## config.mk

```make
export PLATFORM = sky130hd
export DESIGN_NAME = spi_master
export DESIGN_NICKNAME = d
export VERILOG_FILES = /design/src/rtl/spi_master.sv
export SDC_FILE = /design/constraint.sdc
export NUM_CORES = 1
export LEC_CHECK = 0
export CAP_MARGIN = 25
export CELL_PAD_IN_SITES_DETAIL_PLACEMENT = 0
export CELL_PAD_IN_SITES_GLOBAL_PLACEMENT = 1
export CORE_MARGIN = 1
export CORE_UTILIZATION = 43
export DETAILED_ROUTE_END_ITERATION = 8
export GPL_TIMING_DRIVEN = 0
export PLACE_DENSITY = 0.82
export SETUP_SLACK_MARGIN = 0.1
export SYNTH_ARGS = -nofsm -noshare
export SYNTH_HDL_FRONTEND = slang
export SYNTH_SLANG_ARGS = --single-unit
export TNS_END_PERCENT = 5
```

## constraint.sdc

```tcl
create_clock -name clk -period 2.1 [get_ports clk]
set_clock_uncertainty 0.15 [all_clocks]
set_input_delay 0.315 -clock clk [delete_from_list [all_inputs] [get_ports clk]]
set_output_delay 0.315 -clock clk [all_outputs]
set_load 0.01 [all_outputs]
```

## src/rtl/spi_master.sv

```systemverilog
// SPI mode-0 master: 8-bit frames, MSB first, sck half-period of CLK_DIV clk cycles.
// Three-state control (IDLE/TRANSFER/DONE) with a registered serial interface.
module spi_master #(
    parameter int CLK_DIV = 2
) (
    input  logic       clk,
    input  logic       reset,
    input  logic       start,
    input  logic [7:0] data_in,
    input  logic       miso,
    output logic       mosi,
    output logic       sck,
    output logic       cs,
    output logic       done,
    output logic [7:0] data_out,
    output logic       busy
);

    localparam int DIV_W = (CLK_DIV > 1) ? $clog2(CLK_DIV) : 1;

    typedef enum logic [1:0] {
        IDLE,
        TRANSFER,
        DONE
    } state_t;

    state_t           state_q, state_d;
    logic [7:0]       tx_q, tx_d;
    logic [7:0]       rx_q, rx_d;
    logic [7:0]       dout_q, dout_d;
    logic [3:0]       cnt_q, cnt_d;
    logic [DIV_W-1:0] div_q, div_d;
    logic             sck_q, sck_d;
    logic             cs_q, cs_d;
    logic             tick;

    assign tick = (div_q == DIV_W'(CLK_DIV - 1));

    always_ff @(posedge clk or posedge reset) begin
        if (reset) begin
            state_q <= IDLE;
            tx_q    <= 8'h00;
            rx_q    <= 8'h00;
            dout_q  <= 8'h00;
            cnt_q   <= 4'd0;
            div_q   <= '0;
            sck_q   <= 1'b0;
            cs_q    <= 1'b1;
        end else begin
            state_q <= state_d;
            tx_q    <= tx_d;
            rx_q    <= rx_d;
            dout_q  <= dout_d;
            cnt_q   <= cnt_d;
            div_q   <= div_d;
            sck_q   <= sck_d;
            cs_q    <= cs_d;
        end
    end

    always_comb begin
        state_d = state_q;
        tx_d    = tx_q;
        rx_d    = rx_q;
        dout_d  = dout_q;
        cnt_d   = cnt_q;
        div_d   = div_q;
        sck_d   = sck_q;
        cs_d    = cs_q;
        case (state_q)
            IDLE: begin
                if (start) begin
                    tx_d    = data_in;
                    rx_d    = 8'h00;
                    cs_d    = 1'b0;
                    sck_d   = 1'b0;
                    cnt_d   = 4'd0;
                    div_d   = '0;
                    state_d = TRANSFER;
                end
            end
            TRANSFER: begin
                if (tick) begin
                    div_d = '0;
                    sck_d = ~sck_q;
                    cnt_d = cnt_q + 4'd1;
                    if (!sck_q) begin
                        rx_d = {rx_q[6:0], miso};
                    end else if (cnt_q == 4'd15) begin
                        // Final falling toggle: close the frame; clearing tx drops mosi to 0.
                        tx_d    = 8'h00;
                        cs_d    = 1'b1;
                        dout_d  = rx_q;
                        state_d = DONE;
                    end else begin
                        tx_d = {tx_q[6:0], 1'b0};
                    end
                end else begin
                    div_d = div_q + 1'b1;
                end
            end
            DONE: begin
                state_d = IDLE;
            end
            default: begin
                state_d = IDLE;
            end
        endcase
    end

    // mosi is the tx MSB directly, so it only moves on falling toggles.
    assign mosi     = tx_q[7];
    assign sck      = sck_q;
    assign cs       = cs_q;
    assign data_out = dout_q;
    assign done     = (state_q == DONE);
    assign busy     = (state_q == TRANSFER);

endmodule

```

Yosys cells after proc, flatten, opt, wreduce, memory -nomap -nowiden --
Index checks and enable logic that the tools add are counted.
Storage, ports and cells: memories kept 0, ROM bits 0, register bits 33, word-level logic and storage cells 54, latch bits 0, input bits 12, memory bits (writable) 0, output and inout bits 13
Cells by class: shift-type cells 0, divide/modulo/power cells 0, order comparisons 0, eq/ne operators 8, add/sub/neg operators 2, multipliers 0, reduce and logical (&&, ||, !) cells 9, bitwise operators 1, multiplexer cells 26
Operator list (count):
- 2-to-1 mux 8 bit | 7
- case mux 8 bit (2 select lines) | 2
- AND reduction 4 bit | 4
- 2-to-1 mux 2 bit | 4
- 2-to-1 mux 4 bit | 2
- case mux 4 bit (2 select lines) | 1
- 2-to-1 mux 1 bit | 6
- != test 2 x 1 -> 1 bit (second input constant) | 3
- case mux 1 bit (2 select lines) | 3
- AND reduction 5 bit | 1
- adder 4 x 1 -> 4 bit (second input constant) | 1
- equality test 4 bit (second input constant) | 1
- != test 2 bit (second input constant) | 2
- case mux 2 bit (2 select lines) | 1
- AND reduction 3 bit | 1
- equality test 2 x 1 -> 1 bit (second input constant) | 1
- equality test 2 bit (second input constant) | 1
- logical NOT 2 bit | 1
- AND reduction 2 bit | 1
- nonzero test 2 bit | 1
- adder 1 bit (second input constant) | 1
- NOT 1 bit | 1

Depth between registers and ports, before layout --
word-level depth 5, gate-level depth with buffers 6, depth with buffers taken out 4

Worst setup path after synthesis --
No wires, ideal clock.
kind register to register, start reg cnt_q[0], end reg dout_q[0], in the netlist data_out[0], arrival 1.511 ns, clock period less this slack 1.786 ns, buffers on the path 2, setup time 0.125 ns, setup slack 0.314 ns, data required time 1.825 ns, cell stages (with the launch flop) 7, path through dfrtp_1 > ha_1 > and3_1 > buf_6 > and4_4 > buf_12 > mux2_4
On the way: longest elaborated chain between the ends 2
RTL lines:
- from (decl) | RTL line 31 | logic [3:0] cnt_q, cnt_d;
- from (signal assigned) | RTL line 54 | cnt_q <= cnt_d;
- equality test 4 bit | RTL line 89 | end else if (cnt_q == 4'd15) begin
- AND reduction 4 bit (no line)
- to (signal assigned) | RTL line 53 | dout_q <= dout_d;
- to (decl) | RTL line 30 | logic [7:0] dout_q, dout_d;
Every way passes these cells. A chain may end at the register's enable or synchronous reset.

Worst setup path in the final report --
start reg cnt_q[0], end reg dout_q[6], in the netlist data_out[6]
Same word-level chain as after synthesis.

==> impl_results.md <==
- Run status: complete, no violations
- Utilization of the core after routing: 0.574
- Post-route insts no fill: 215
- Ys async rst share: 1.00
- Vias after detailed routing: 1123
- Area growth syn-to-layout: 27.5%
- Relative slew margins: 0.641
- Clock transition at the register clock pins on the worst setup and hold paths after CTS: 0.07 ns
- Detailed-route DRC error count: 0
- Total Wirelength: 3170 µm
- Final Setup Violations: 0
- Wire length of the first global-routing pass: 5450 µm
- WP data arrival: 1.91 ns
- Count of boundary I/O pins: 25
- Most used standard cell by instance count after synthesis: sky130_fd_sc_hd__dfrtp_1
- Number of nets in the finished design: 179
- Placed instance count: 206
- Count of flip-flops with a built-in enable after synthesis: 0
- Leading cell types by count after synthesis: sky130_fd_sc_hd__dfrtp_1 (32), sky130_fd_sc_hd__mux2_2 (12), sky130_fd_sc_hd__inv_1 (10)
- Number of iterations in the first detailed-routing pass: 4
- Max Slew Vio Count: 0
- Initial standard-cell utilization of the core: 0.450
- Final-report hold violation count: 0
- Area fraction of the dominant cell type after synthesis: 0.483
- Worst Tran Pin Value: 0.538 ns
- Endpoint class of the critical path: register
- Clock insertion delay at the later pin of the skew report: 0.29 ns
- Maximum clock frequency: 0.532 GHz
- GRT Total Usage: 0.179
- RSZ-0062 raised after global routing: false
- Register area share after synthesis: 0.498
- CTS sink count: 33
- Number of port buffers: 24
- Maxcap violations: 0
- Part of the cycle the worst path needs: 0.895
- Area leader, netlist: sky130_fd_sc_hd__dfrtp_1
- Gpl congestion: 0.726
- Initial antenna violation count: 0
- Pin count of the biggest net entering global routing: 24
- Most area-consuming cells after synthesis: sky130_fd_sc_hd__dfrtp_1 (48%), sky130_fd_sc_hd__mux2_2 (8.1%), sky130_fd_sc_hd__mux2_4 (7.2%)
- Yosys warning count: 0
- Clk Tree Root Cell: sky130_fd_sc_hd__clkbuf_8
- Pwr dens: 1360 mW/mm²
- Placement row count: 22
- Worst setup SP type: register
- P_leak: 0.956 nW
- Number of antenna diodes: 0
- Fraction of layout cells with a size suffix above 1: 0.269
- Post-synthesis instance total: 133
- Number of CTS-inserted buffers: 5
- Via count normalized by instance count: 5.22
- Chip width: 64.1 µm
- DP HPWL: 2220 µm
- Critical path required time: 2.13 ns
- Htree depth: 2
- Die area: 0.00411 mm²
- Highest net fanout along the worst path: 10
- Post-synthesis instance area: 0.00166 mm²
- Synthesized net count: 146
- Number of global-route vias before repair: 1137
- Kind of path behind the tightest hold check: in -> async
- Mean cell area of the mapped netlist: 12.5 µm²
- Total power after layout: 2.88 mW
- Cell variety after synth: 31
- Final-layout setup total negative slack: 0 ns
- Standard cell core area: 0.00369 mm²
- Initial DRC Count: 46
- Vert. Die Dim: 64.1 µm
- Final period demand of the worst path: 1.88 ns
- TritonCTS clock tree: yes
- Total grt overflow: 0
- #FFs+latches synth: 33
- Deepest clock path buffer count: 2
- Routed wire length per instance: 14.7 µm
- Kind of critical path: reg -> reg
- Leading register cell type out of synthesis: sky130_fd_sc_hd__dfrtp_1
- Post-route antenna net violation count: 0
- Worst IR Drop VDD: 601 µV
[metal layers]
layer / global-route usage / routed length [µm] / vias to the layer above
met5: 0 / 0 / -
met4: 0.0750 / 56 / 0
met3: 0.0589 / 103 / 6
met2: 0.277 / 1500 / 18
met1: 0.229 / 1520 / 564
li1: - / - / 535
[per-stage QoR]
stage	cell area, µm²	worst slack [ns]	hold slack [ns]
after CTS	2120	0.212	0.213
after detailed placement	1990	0.0635	0.348
final	2120	0.220	0.206
after global placement	1960	0.0808	0.337
after global routing	2120	0.162	0.224
after floorplan	1660	0.314	0.293
[kinds of logic after synthesis]
| family | count (synthesis) | share of synthesized area |
|---|---|---|
| DFF | 33 | 0.498 |
| buffers and inverters | 19 | 0.0686 |
| muxes | 27 | 0.196 |
| adders and majority gates | 1 | 0.00754 |
| and+or+nand+nor | 30 | 0.111 |
| AOI/OAI and AO/OA | 23 | 0.118 |
[power by group]
part / switching, mW / internal [mW] / leakage (nW)
registers: 0.189 / 0.892 / 0.420
clock network: 0.241 / 0.386 / 0.0574
logic: 0.506 / 0.669 / 0.479
total: 0.935 / 1.95 / 0.956
[worst paths after layout]
check / startpoint / to / slack (ns) / cells past startpoint
min in group clk: cs / cs / 0.36 / 2
max in group asynchronous: reset / cs / 1.03 / 3
min: reset / cnt_q[0] / 0.21 / 2
max: cnt_q[0] / data_out[6] / 0.22 / 6
max reg2reg: cnt_q[0] / data_out[6] / 0.22 / 6
min reg2reg: cs / cs / 0.36 / 2
[flip-flops by register name (all words and copies together) (netlist names)]
register,cells
div_q,1
sck,1
tx_q,8
state_q,2
rx_q,8
cnt_q,4
data_out,8
cs,1
[cell type report]
class	count	area [µm²]
timing repair buffer	26	273
tap	48	60.1
multi-input combinational	81	718
inverter	11	41.3
fill	338	1570
clock buffer	6	82.6
clock inverter	2	37.5
buffer	8	76.3
sequential	33	827
[worst max-delay path, stage by stage (launching register included)]
cell and delay [ns]:
sky130_fd_sc_hd__dfrtp_1 0.42, sky130_fd_sc_hd__ha_1 0.23, sky130_fd_sc_hd__and3_1 0.19, sky130_fd_sc_hd__buf_6 0.14
sky130_fd_sc_hd__and4_4 0.20, sky130_fd_sc_hd__buf_12 0.14, sky130_fd_sc_hd__mux2_4 0.29
[cells in the final DEF (no fill, tap or decap), types with 2 or more instances in the layout]
cell                              count
sky130_fd_sc_hd__buf_6                3
sky130_fd_sc_hd__mux2_2              12
sky130_fd_sc_hd__nand2_1              7
sky130_fd_sc_hd__nand2b_1             4
sky130_fd_sc_hd__buf_2                3
sky130_fd_sc_hd__inv_1               10
sky130_fd_sc_hd__a22o_1               5
sky130_fd_sc_hd__mux2i_1              7
sky130_fd_sc_hd__clkbuf_8             6
sky130_fd_sc_hd__dfrtp_1             32
sky130_fd_sc_hd__o21ai_0              4
sky130_fd_sc_hd__nand3b_1             8
sky130_fd_sc_hd__clkdlybuf4s50_1     22
sky130_fd_sc_hd__dlygate4sd2_1        2
sky130_fd_sc_hd__nor2_1               5
sky130_fd_sc_hd__o2bb2ai_1            7
sky130_fd_sc_hd__mux2_4               8
sky130_fd_sc_hd__a21oi_4              2
[repair_timing]
action                                  CTS  global route
buffers inserted                          1             0
gates resized for setup                   4             0
hold buffers                              0             0
endpoints found under the setup margin    2             0
Note: power is estimated with default switching activity, not from simulation.
